## src/rtl/rs232out_fifo_if.sv

```systemverilog
// rs232out_fifo_if: bundles the producer-side write port and the consumer-side
// serialiser handshake of rs232out_fifo.
//   in_w/in_d           producer write strobe and byte
//   in_full/count       buffer occupancy status
//   overflow            sticky "write while full" flag
//   tx_w/tx_d/tx_busy   strobe, byte and busy of the rs232out serialiser
//   drop_count/high_water  statistics, present only with RS232_TXFIFO_STATS_EN
// Modports: slave = the FIFO itself, master = whoever drives producer and busy.
interface rs232out_fifo_if #(
   parameter int DEPTH_LOG2 = 4
);
   logic                  in_w;
   logic [7:0]            in_d;
   logic                  in_full;
   logic [DEPTH_LOG2:0]   count;
   logic                  overflow;
   logic                  tx_w;
   logic [7:0]            tx_d;
   logic                  tx_busy;
`ifdef RS232_TXFIFO_STATS_EN
   logic [15:0]           drop_count;
   logic [DEPTH_LOG2:0]   high_water;
`endif

`ifdef RS232_TXFIFO_STATS_EN
   modport slave (
      input  in_w, in_d, tx_busy,
      output in_full, count, overflow, tx_w, tx_d, drop_count, high_water
   );
   modport master (
      output in_w, in_d, tx_busy,
      input  in_full, count, overflow, tx_w, tx_d, drop_count, high_water
   );
`else
   modport slave (
      input  in_w, in_d, tx_busy,
      output in_full, count, overflow, tx_w, tx_d
   );
   modport master (
      output in_w, in_d, tx_busy,
      input  in_full, count, overflow, tx_w, tx_d
   );
`endif
endinterface

```

## src/rtl/rs232out_fifo.sv

```systemverilog
// rs232out_fifo: transmit byte buffer between the rs232 peripheral and the
// rs232out serialiser. Absorbs bursts of CPU writes and hands one byte at a
// time to the serialiser whenever it is idle.
// Ports:
//   clock   system clock, all state on posedge
//   rst_n   asynchronous active-low reset
//   bus     rs232out_fifo_if.slave: in_w/in_d in, in_full/count/overflow out,
//           tx_w/tx_d out, tx_busy in (plus drop_count/high_water with stats)
// Optional feature: define RS232_TXFIFO_STATS_EN to add drop_count (saturating
// count of dropped pushes) and high_water (peak occupancy since reset).
module rs232out_fifo #(
   parameter int DEPTH_LOG2 = 4
) (
   input  logic                 clock,
   input  logic                 rst_n,
   rs232out_fifo_if.slave       bus
);
   localparam int unsigned          DEPTH    = 1 << DEPTH_LOG2;
   localparam logic [DEPTH_LOG2:0]  FULL_CNT = (DEPTH_LOG2+1)'(DEPTH);

   localparam logic [0:0] S_IDLE  = 1'b0;
   localparam logic [0:0] S_GUARD = 1'b1;

   logic [7:0]            mem_q [DEPTH];
   logic [DEPTH_LOG2-1:0] wr_ptr_q, wr_ptr_d;
   logic [DEPTH_LOG2-1:0] rd_ptr_q, rd_ptr_d;
   logic [DEPTH_LOG2:0]   count_q, count_d;
   logic                  overflow_q, overflow_d;
   logic                  tx_w_q, tx_w_d;
   logic [7:0]            tx_d_q, tx_d_d;
   logic [0:0]            state_q, state_d;

   logic full, push, drop, pop;

   // Full, push and drop all use the pre-cycle count, so a write while full is
   // dropped even if a pop frees a slot on the same edge.
   assign full = (count_q == FULL_CNT);
   assign push = bus.in_w & ~full;
   assign drop = bus.in_w & full;
   // S_GUARD masks the cycle before rs232out has raised busy for the last byte.
   assign pop  = (state_q == S_IDLE) & (count_q != '0) & ~bus.tx_busy;

   always_comb begin
      wr_ptr_d   = wr_ptr_q;
      rd_ptr_d   = rd_ptr_q;
      count_d    = count_q;
      overflow_d = overflow_q | drop;
      tx_w_d     = pop;
      tx_d_d     = tx_d_q;
      state_d    = S_IDLE;

      if (push) wr_ptr_d = wr_ptr_q + DEPTH_LOG2'(1);
      if (pop) begin
         rd_ptr_d = rd_ptr_q + DEPTH_LOG2'(1);
         tx_d_d   = mem_q[rd_ptr_q];
         state_d  = S_GUARD;
      end

      case ({push, pop})
         2'b10:   count_d = count_q + (DEPTH_LOG2+1)'(1);
         2'b01:   count_d = count_q - (DEPTH_LOG2+1)'(1);
         default: count_d = count_q;
      endcase
   end

   always_ff @(posedge clock or negedge rst_n) begin
      if (!rst_n) begin
         wr_ptr_q   <= '0;
         rd_ptr_q   <= '0;
         count_q    <= '0;
         overflow_q <= 1'b0;
         tx_w_q     <= 1'b0;
         tx_d_q     <= '0;
         state_q    <= S_IDLE;
      end else begin
         wr_ptr_q   <= wr_ptr_d;
         rd_ptr_q   <= rd_ptr_d;
         count_q    <= count_d;
         overflow_q <= overflow_d;
         tx_w_q     <= tx_w_d;
         tx_d_q     <= tx_d_d;
         state_q    <= state_d;
      end
   end

   // Storage needs no reset: occupancy is tracked by count_q/pointers only.
   always_ff @(posedge clock) begin
      if (push) mem_q[wr_ptr_q] <= bus.in_d;
   end

   assign bus.in_full  = full;
   assign bus.count    = count_q;
   assign bus.overflow = overflow_q;
   assign bus.tx_w     = tx_w_q;
   assign bus.tx_d     = tx_d_q;

`ifdef RS232_TXFIFO_STATS_EN
   logic [15:0]         drop_count_q, drop_count_d;
   logic [DEPTH_LOG2:0] high_water_q, high_water_d;

   always_comb begin
      drop_count_d = drop_count_q;
      high_water_d = high_water_q;
      if (drop && (drop_count_q != 16'hFFFF)) drop_count_d = drop_count_q + 16'd1;
      if (count_d > high_water_q) high_water_d = count_d;
   end

   always_ff @(posedge clock or negedge rst_n) begin
      if (!rst_n) begin
         drop_count_q <= '0;
         high_water_q <= '0;
      end else begin
         drop_count_q <= drop_count_d;
         high_water_q <= high_water_d;
      end
   end

   assign bus.drop_count = drop_count_q;
   assign bus.high_water = high_water_q;
`endif
endmodule

```

## src/flat_wrapper.sv

```systemverilog
// flat-port wrapper written by rule: the top's interface ports become plain ports
module rs232out_fifo_flat 
#(
   parameter int DEPTH_LOG2 = 4
)
  (clock, rst_n, bus_in_w, bus_in_d, bus_tx_busy, bus_in_full, bus_count, bus_overflow, bus_tx_w, bus_tx_d);
  rs232out_fifo_if #(.DEPTH_LOG2(DEPTH_LOG2)) bus_i ();
  input  logic clock;
  input  logic rst_n;
  input wire logic [$bits(bus_i.in_w)-1:0] bus_in_w;
  input wire logic [$bits(bus_i.in_d)-1:0] bus_in_d;
  input wire logic [$bits(bus_i.tx_busy)-1:0] bus_tx_busy;
  output wire logic [$bits(bus_i.in_full)-1:0] bus_in_full;
  output wire logic [$bits(bus_i.count)-1:0] bus_count;
  output wire logic [$bits(bus_i.overflow)-1:0] bus_overflow;
  output wire logic [$bits(bus_i.tx_w)-1:0] bus_tx_w;
  output wire logic [$bits(bus_i.tx_d)-1:0] bus_tx_d;
  assign bus_i.in_w = bus_in_w;
  assign bus_i.in_d = bus_in_d;
  assign bus_i.tx_busy = bus_tx_busy;
  assign bus_in_full = bus_i.in_full;
  assign bus_count = bus_i.count;
  assign bus_overflow = bus_i.overflow;
  assign bus_tx_w = bus_i.tx_w;
  assign bus_tx_d = bus_i.tx_d;
  rs232out_fifo #(.DEPTH_LOG2(DEPTH_LOG2)) u_core (.clock(clock), .rst_n(rst_n), .bus(bus_i));
endmodule
```

## config.mk

```make
export PLATFORM = sky130hd
export DESIGN_NAME = rs232out_fifo_flat
export DESIGN_NICKNAME = d
export VERILOG_FILES = /design/src/rtl/rs232out_fifo_if.sv /design/src/rtl/rs232out_fifo.sv /design/src/flat_wrapper.sv
export SDC_FILE = /design/constraint.sdc
export NUM_CORES = 1
export LEC_CHECK = 0
export ABC_AREA = 1
export BUFFER_PORTS_ARGS = -buffer_cell sky130_fd_sc_hd__buf_2
export CORE_UTILIZATION = 66
export CTS_CLUSTER_DIAMETER = 40
export DETAILED_ROUTE_END_ITERATION = 7
export PLACE_DENSITY = 0.84
export SETUP_SLACK_MARGIN = 0.5
export SYNTH_ARGS = -nofsm -noshare
export SYNTH_HDL_FRONTEND = slang
export SYNTH_SLANG_ARGS = --single-unit
```

## constraint.sdc

```tcl
create_clock -name clock -period 5 [get_ports clock]
set_input_delay 1 -clock clock [delete_from_list [all_inputs] [get_ports clock]]
set_output_delay 1 -clock clock [all_outputs]
set_load 0.005 [all_outputs]
```

Word level (Yosys, flattened, before mapping)
Memories as Yosys holds them, arrays and structs flattened. A register that Yosys moved wholly into a read port is not among the register bits.
Index checks and enable logic that the tools add are counted.
W data, S select, Z words.
- memories: 1
- logic and storage cells: 29
- RAM bits: 128
- input bits: 12
- bits in registers: 16
- reduce and logical (&&, ||, !) cells: 3
- equal/unequal tests: 3
- multiplexer cells: 4
- bitwise logic cells: 8
- $add $sub $neg: 4
- memories (name ; depth ; bits a word ; rd ports ; clocked after Yosys merged registers in ; write ports ; RTL line ; RTL):
    u_core.mem_q ; 16 ; 8 ; 1 ; 1 ; 1 ; rs232out_fifo.sv:24 ; logic [7:0] mem_q [DEPTH];
- operator list (cell ; number):
    $pmux W5 S2 ; 1
    $add A4 B1 Y4 const B ; 2
    $add A5 B1 Y5 const B ; 1
    $eq A5 B5 Y1 const B ; 1
    $reduce_bool A5 Y1 ; 1
    $sub A5 B1 Y5 const B ; 1
    $and A1 B1 Y1 ; 4
    $mux W1 ; 3
    $not A1 Y1 ; 3
    $eq A2 B1 Y1 const B ; 1
    $eq A2 B2 Y1 const B ; 1
    $reduce_bool A2 Y1 ; 1
    $logic_not A1 Y1 ; 1
    $or A1 B1 Y1 ; 1

Logic depth before layout (Yosys ltp)
Gate-level depths: netlist of run 1.
- word-level depth: 5
- mapped depth: 13
- gate-level depth less buffers: 12

Least setup slack after synthesis of run 1
No wires, ideal clock.
- path kind: input to register
- from: input port bus_tx_busy
- to: register u_core.count_q[4], in the netlist u_core.bus.count[4]
- path slack: 2.449 ns
- arrival time: 2.486 ns
- library setup time: 0.065 ns
- data required time: 4.935 ns
- buffers on the path: 1
- stages on the path: 12
- cell sequence: nor2_1 > nand2_2 > inv_2 > buf_6 > ha_1 > fa_1 > a21oi_1 > nor2_1 > nor2_1 > xor2_1 > nand2_1 > nand2_1
- longest elaborated chain between the ends: 4
- elaborated cells on any way between the ends: 6
- RTL lines (what ; RTL line ; RTL):
    from (decl) ; flat_wrapper.sv:12 ; input wire logic [$bits(bus_i.tx_busy)-1:0] bus_tx_busy;
    $not A1 Y1 * ; rs232out_fifo.sv:41 ; assign pop = (state_q == S_IDLE) & (count_q != '0) & ~bus.tx_busy;
    $and A1 B1 Y1 * ; rs232out_fifo.sv:41 ;
    net u_core.pop ; rs232out_fifo.sv:33 ; logic full, push, drop, pop;
    $eq A2 B1 Y1 / $eq A2 B2 Y1 (equally long branches) ; rs232out_fifo.sv:59 ; case ({push, pop})
    $pmux W5 S2 / $reduce_bool A2 Y1 (equally long branches) ; n/a ;
    to (signal assigned) ; rs232out_fifo.sv:78 ; count_q <= count_d;
    to (decl) ; rs232out_fifo.sv:27 ; logic [DEPTH_LOG2:0] count_q, count_d;
The timed path passes the listed nets; every way through them passes the cells marked *.
A chain may end at the register's enable or synchronous reset.

Worst setup path in the final report of run 1
- from: register u_core.count_q[0], in the netlist u_core.bus.count[0]
- to: output port bus_in_full
- longest elaborated chain between the ends: 1
- RTL lines (what ; RTL line ; RTL):
    $eq A5 B5 Y1 ; rs232out_fifo.sv:37 ; assign full = (count_q == FULL_CNT);
    to (decl) ; flat_wrapper.sv:13 ; output wire logic [$bits(bus_i.in_full)-1:0] bus_in_full;
No other way between the ends.

==> impl_metrics.env, run 1 <==
export IMPL_syn_area_per_cell_um2=10.06
export IMPL_vias=4760
export IMPL_root_buffer="clkbuf_8"
export IMPL_cts_buffers=17
export IMPL_finalCritPeriodShare_pct=56.03
export IMPL_drv_cap=0
export IMPL_combPwrFrac_pct=31.2
export IMPL_route_met3_wl_um=1372
export IMPL_crit_fanout=5
export IMPL_status="complete, no violations"
export IMPL_h_tree_depth=4
export IMPL_placedInstanceArea_um2=6894
export IMPL_synth_cells=671
export IMPL_coreArea_um2=9864
export IMPL_grtUsageTotal_pct=30.73
export IMPL_rsz0062_at_grt="no"
export IMPL_final_nets=712
export IMPL_required_ns=4.00
export IMPL_setup_viol=0
export IMPL_post_dp_hpwl_um=8955
export IMPL_cts_resized=0
export IMPL_vias_per_cell=5.694
export IMPL_n_antenna_cell=0
export IMPL_synth_edff_count=128
export IMPL_firstDrtPassIters=6
export IMPL_drt_met1_wl_um=5717
export IMPL_grt_pass1_wl_um=22940
export IMPL_max_vdd_ir_drop_mv=0.3980
export IMPL_die_h_um=103.1
export IMPL_ant_nets=0
export IMPL_p_sw_share_pct=36.71
export IMPL_fin_crit_ns=2.802
export IMPL_power_frac_seq_pct=40.2
export IMPL_cts_sinks=151
export IMPL_max_slew_worst_pin_slew_ns=1.172
export IMPL_drc_errors=0
export IMPL_ys_ff_latch=151
export IMPL_postCtsSetupBuffers=0
export IMPL_power_density_nw_per_um2=560.9
export IMPL_p_clk_share_pct=28.6
export IMPL_seqCellArea_um2=4420
export IMPL_start_util_pct=68.44
export IMPL_drive_above_1_share_pct=9.388
export IMPL_multi_input_area_um2=1725
export IMPL_drt_iter0_markers=502
export IMPL_grt_ovfl_total=0
export IMPL_grt_pass1_vias=4590
export IMPL_fin_setup_tns_ns=0
export IMPL_top_layer_used="met4"
export IMPL_ys_warn_count=0
export IMPL_fin_util_pct=75.49
export IMPL_critPathKind="reg -> out"
export IMPL_finalHoldViolCount=0
export IMPL_stdcell_area_um2=7447
export IMPL_synth_area_leaders="edfxtp_1 (57%), nand2_1 (13%), dfrtp_1 (8.5%)"
export IMPL_worstPathArrival_ns=1.80
export IMPL_power_leakage_nw=3.317
export IMPL_cts_hold_buf=0
export IMPL_fmax_mhz=356.9
export IMPL_path_clk_slew_ns=0.06
export IMPL_grt_antenna_before_repair=0
export IMPL_areaGrowthSynthToFinish_pct=10.30
export IMPL_synth_largest_area_cell="edfxtp_1"
export IMPL_rows=36
export IMPL_syn_area_um2=6751
export IMPL_synth_cell_types=25
export IMPL_grt_max_degree=69
export IMPL_internal_power_mw=2.644
export IMPL_io_pins=28
export IMPL_postSynth_asyncResetShare_pct=15.23
export IMPL_port_buffers=27
export IMPL_synth_top_cell_area_share_pct=56.93
export IMPL_critPathLaunchType="flop"
export IMPL_clk_latency_ns=0.54
export IMPL_p_sw_mw=1.534
export IMPL_min_path_type="in -> async"
export IMPL_synth_main_ff_cell="edfxtp_1"
export IMPL_die_area_um2=10640
export IMPL_finalPower_mw=4.177
export IMPL_slew_headroom_pct=21.29
export IMPL_tritoncts="yes"
export IMPL_seq_area_frac_synth_pct=65.46
export IMPL_wl_um=15000
export IMPL_place_congestion=0.8765
export IMPL_finalMaxSlewViolations=0
export IMPL_skew_ns=0.009140
export IMPL_wl_met2_um=7393
export IMPL_ys_top_cells_by_count="nand2_1 (228), edfxtp_1 (128), inv_1 (112), nand3_1 (98), dfrtp_1 (23)"
export IMPL_synthMostInstantiatedCell="nand2_1"
export IMPL_syn_nets=693
export IMPL_cts_buffer_depth=2
export IMPL_n_fill_cell=594
export IMPL_die_x_um=103.1
export IMPL_worst_setup_path_end_kind="output pin"
export IMPL_wl_per_cell_um=17.94
-- flip-flops by register name (all words and copies together), names as in the netlist --
name                 count
u_core.wr_ptr_q          4
u_core.bus.count         5
u_core.state_q           1
u_core.rd_ptr_q          4
u_core.mem_q           128
u_core.bus.tx_d          8
u_core.bus.overflow      1
-- power by group through the flow --
stage / logic, mW / registers, mW / clock network (mW)
2_1_floorplan: 0.940 / 1.66 / 0
3_3_place_gp: 1.21 / 1.68 / 0
3_5_place_dp: 1.25 / 1.69 / 0
4_1_cts: 1.28 / 1.67 / 1.19
5_1_grt: 1.45 / 1.70 / 1.24
6_report: 1.30 / 1.68 / 1.20
-- per-stage QoR --
step,hold WS [ns],std cells,setup WS [ns]
2_1_floorplan,0.4663,671,2.449
3_3_place_gp,0.4507,804,2.150
3_5_place_dp,0.4675,804,2.089
4_1_cts,0.4456,836,2.199
5_1_grt,0.4725,836,1.932
6_report,0.4289,836,2.198
-- path summary, 6_finish.rpt --
kind | slack (ns) | to | startpoint | depth (start not counted)
max | 2.20 | bus_in_full | u_core.bus.count[0] | 4
min | 0.43 | u_core.wr_ptr_q[2] | rst_n | 1
max reg2reg | 2.20 | u_core.bus.count[4] | u_core.bus.count[0] | 11
min reg2reg | 0.48 | u_core.bus.tx_d[1] | u_core.bus.tx_d[1] | 2
max in group asynchronous | 4.19 | u_core.rd_ptr_q[0] | rst_n | 1
min in group clock | 0.48 | u_core.bus.tx_d[1] | u_core.bus.tx_d[1] | 2
-- kinds of logic after synthesis --
logic type / synth area share, %
adder cells (fa/ha/maj): 1.964
buffers and inverters: 8.988
XOR/XNOR: 0.9081
flip-flops: 65.46
AND/OR/NAND/NOR: 21.91
AO/OA/AOI/OAI: 0.7785
-- layout by cell type, fill, tap and decap left out --
master      count
dfrtp_2         1
nor4_4          1
clkbuf_16      16
a31o_2          1
inv_2           2
nor2_1          5
bufinv_16       2
edfxtp_1      128
a21oi_1         2
clkinvlp_4      5
clkbuf_8        1
xnor2_1         4
nor3_1         16
nand2_1       228
buf_2          27
buf_4           2
a31oi_1         1
fa_1            1
clkbuf_1        1
nand3_1        98
xor2_1          3
dfrtp_1        22
nand2_2         2
o21ai_0         4
clkinv_4        1
ha_1            9
clkinv_1        2
clkinv_2        5
a21boi_0        1
inv_1         112
-- area by class of cell --
cell class	instances	share of cell area, %
sequential	151	59.36
multi-input combinational	376	23.17
inverter	115	5.796
clock buffer	18	5.612
tap	133	2.235
timing repair buffer	29	2.016
clock inverter	14	1.815
-- metal layers --
metal	track usage, %	vias to the layer above
li1	-	2195
met3	9.627	50
met1	38.28	2233
met5	0	-
met4	14.84	0
met2	49.23	282
-- worst max-delay path: stages, from the launching register on --
cell	delay [ns]
dfrtp_1	0.47
nor4_4	0.41
nand2_1	0.16
inv_1	0.10
buf_2	0.11
Note: power is estimated with default switching activity, not from simulation.
==> inputs of run 2 (changes only) <==
--- a/config.mk
+++ b/config.mk
@@ -7,10 +7,10 @@
 export LEC_CHECK = 0
 export ABC_AREA = 1
 export BUFFER_PORTS_ARGS = -buffer_cell sky130_fd_sc_hd__buf_2
-export CORE_UTILIZATION = 66
+export CORE_UTILIZATION = 61
 export CTS_CLUSTER_DIAMETER = 40
 export DETAILED_ROUTE_END_ITERATION = 7
-export PLACE_DENSITY = 0.84
+export PLACE_DENSITY = 0.79
 export SETUP_SLACK_MARGIN = 0.5
 export SYNTH_ARGS = -nofsm -noshare
 export SYNTH_HDL_FRONTEND = slang
==> constraint.sdc (replaced) <==
create_clock -name clock -period 2.9 [get_ports clock]
set_input_delay 0.58 -clock clock [delete_from_list [all_inputs] [get_ports clock]]
set_output_delay 0.58 -clock clock [all_outputs]
set_load 0.005 [all_outputs]
==> run 2 against run 1 <==
  * Hold slack got worse by 0.39 ns
  * Clock power up 84%
  * Via count is 2.0% lower
  * Worst setup slack got worse by 1.6 ns
  * Clock skew fell by 0.0023 ns
  * Flip-flop and latch count unchanged
  * Critical path type is now reg -> reg
==> impl_metrics.env, run 2 (synthesized netlist as in run 1, its figures left out) <==
export IMPL_status="complete, no violations"
export IMPL_final_nets=730
export IMPL_n_fill_cell=715
export IMPL_largest_register="u_core.mem_q"
export IMPL_firstDrtPassIters=5
export IMPL_grt_ovfl_total=0
export IMPL_h_tree_depth=4
export IMPL_post_dp_hpwl_um=8719
export IMPL_root_buffer="clkbuf_8"
export IMPL_min_path_type="in -> async"
export IMPL_cpPeakStageDelay_ns=0.45
export IMPL_wl_per_cell_um=16.76
export IMPL_setup_viol=0
export IMPL_fmax_mhz=431.9
export IMPL_slew_headroom_pct=20.25
export IMPL_grt_pass1_wl_um=22740
export IMPL_coreArea_um2=10790
export IMPL_die_area_um2=11490
export IMPL_ant_nets=0
export IMPL_cts_buffers=17
export IMPL_cp_common_cell="nand2_1"
export IMPL_max_slew_worst_pin_slew_ns=1.195
export IMPL_skew_ns=0.006864
export IMPL_worstPathArrival_ns=2.77
export IMPL_path_cells="nor4_4 > nand2_1 > nand2_2 > clkinv_4 > ha_4 > fa_2 > a21oi_2 > nor2_1 > nor2_1 > xor2_1 > nand2_1 > nand2_1"
export IMPL_cpMaxStageDelayCell="dfrtp_2"
export IMPL_wl_um=14430
export IMPL_drt_iter0_markers=415
export IMPL_vias_per_cell=5.420
export IMPL_die_x_um=107.2
export IMPL_largest_register_ffs=128
export IMPL_final_cells=861
export IMPL_fin_setup_tns_ns=0
export IMPL_finalHoldViolCount=0
export IMPL_port_buffers=27
export IMPL_tritoncts="yes"
export IMPL_placedInstanceArea_um2=6978
export IMPL_critPathKind="reg -> reg"
export IMPL_timing_hold_ws_ns=0.03708
export IMPL_required_ns=3.35
export IMPL_p_sw_mw=2.610
export IMPL_die_h_um=107.2
export IMPL_seqCellArea_um2=4424
export IMPL_io_pins=28
export IMPL_grt_antenna_before_repair=0
export IMPL_cts_hold_buf=0
export IMPL_multi_input_area_um2=1749
export IMPL_power_leakage_nw=3.419
export IMPL_grtUsageTotal_pct=27.18
export IMPL_power_density_nw_per_um2=967.6
export IMPL_worst_setup_path_end_kind="flop"
export IMPL_stdcell_area_um2=7671
export IMPL_cts_sinks=151
export IMPL_drive_above_1_share_pct=12.34
export IMPL_rows=38
export IMPL_crit_fanout=5
export IMPL_finalMaxSlewViolations=0
export IMPL_finalCritPeriodShare_pct=79.83
export IMPL_critPathLaunchType="flop"
export IMPL_grt_pass1_vias=4454
export IMPL_final_cell_mix="nand2_1 (228), edfxtp_1 (128), inv_1 (112)"
export IMPL_grt_max_degree=68
export IMPL_cts_buffer_depth=2
export IMPL_p_clk_share_pct=29.7
export IMPL_clk_latency_ns=0.51
export IMPL_p_sw_share_pct=35.16
export IMPL_n_antenna_cell=0
export IMPL_drc_errors=0
export IMPL_rsz0062_at_grt="no"
export IMPL_place_inst=821
export IMPL_internal_power_mw=4.813
export IMPL_fin_crit_ns=2.315
export IMPL_fin_util_pct=71.08
export IMPL_areaGrowthSynthToFinish_pct=13.62
export IMPL_start_util_pct=62.56
export IMPL_combPwrFrac_pct=31.8
export IMPL_vias=4667
export IMPL_drv_cap=0
export IMPL_path_clk_slew_ns=0.06
export IMPL_power_frac_seq_pct=38.4
export IMPL_max_vdd_ir_drop_mv=0.6316
export IMPL_place_congestion=0.8510
export IMPL_final_common_cell="nand2_1"
-- run 2: repair_timing --
| action | in CTS | in global routing |
|---|---|---|
| buffers inserted | 1 | 7 |
| pin swaps | 2 | 7 |
| endpoints found under the setup margin | 2 | 2 |
| resized for setup | 5 | 6 |
-- run 2: area by class of cell --
cell class / count / area share, %
inverters: 115 / 5.692
well taps: 140 / 2.283
clock buffers: 18 / 5.448
multi-input cells: 376 / 22.80
repair buffers: 47 / 3.719
clock inverters: 14 / 2.381
flip-flops and latches: 151 / 57.67
-- run 2: path summary, 6_finish.rpt --
path	endpoint	cells after the start	slack (ns)	startpoint
worst max-delay path	u_core.bus.count[4]	12	0.58	u_core.bus.count[0]
worst min-delay path	u_core.bus.count[0]	1	0.04	rst_n
worst max register to register	u_core.bus.count[4]	12	0.58	u_core.bus.count[0]
worst min register to register	u_core.bus.overflow	1	0.47	u_core.bus.overflow
max in group asynchronous	u_core.rd_ptr_q[0]	1	2.47	rst_n
min in group clock	u_core.bus.overflow	2	0.36	bus_in_w
-- run 2: per-layer routing --
| metal | GRT usage, % | vias up | part of all wire (%) |
|---|---|---|---|
| met1 | 36.52 | 2229 | 41 |
| li1 | - | 2228 | - |
| met4 | 10.76 | 0 | 2.6 |
| met5 | 0 | - | 0 |
| met2 | 43.69 | 176 | 49 |
| met3 | 5.593 | 34 | 7.0 |
-- run 2: metrics by stage --
stage	total power, mW	worst slack (ns)
floorplan	4.480	0.5112
global placement	5.051	0.3921
detailed placement	5.122	0.2888
CTS	7.360	0.5248
global route	7.814	0.4476
finish	7.422	0.5848
-- run 2: power groups by stage --
stage	sequential, mW	clock, mW	combinational, mW
3_5_place_dp	2.89	0	2.23
6_report	2.85	2.21	2.36
3_3_place_gp	2.87	0	2.18
4_1_cts	2.85	2.23	2.27
2_1_floorplan	2.86	0	1.62
5_1_grt	2.88	2.32	2.62
-- run 2: worst max-delay path: cells and delay by family (launching register included) --
| kind | cells | cell delay [ns] |
|---|---|---|
| xor+xnor | 1 | 0.15 |
| compound gates | 1 | 0.13 |
| flops | 1 | 0.45 |
| fa+ha+maj | 2 | 0.59 |
| buf+inv | 1 | 0.08 |
| simple gates | 7 | 0.86 |
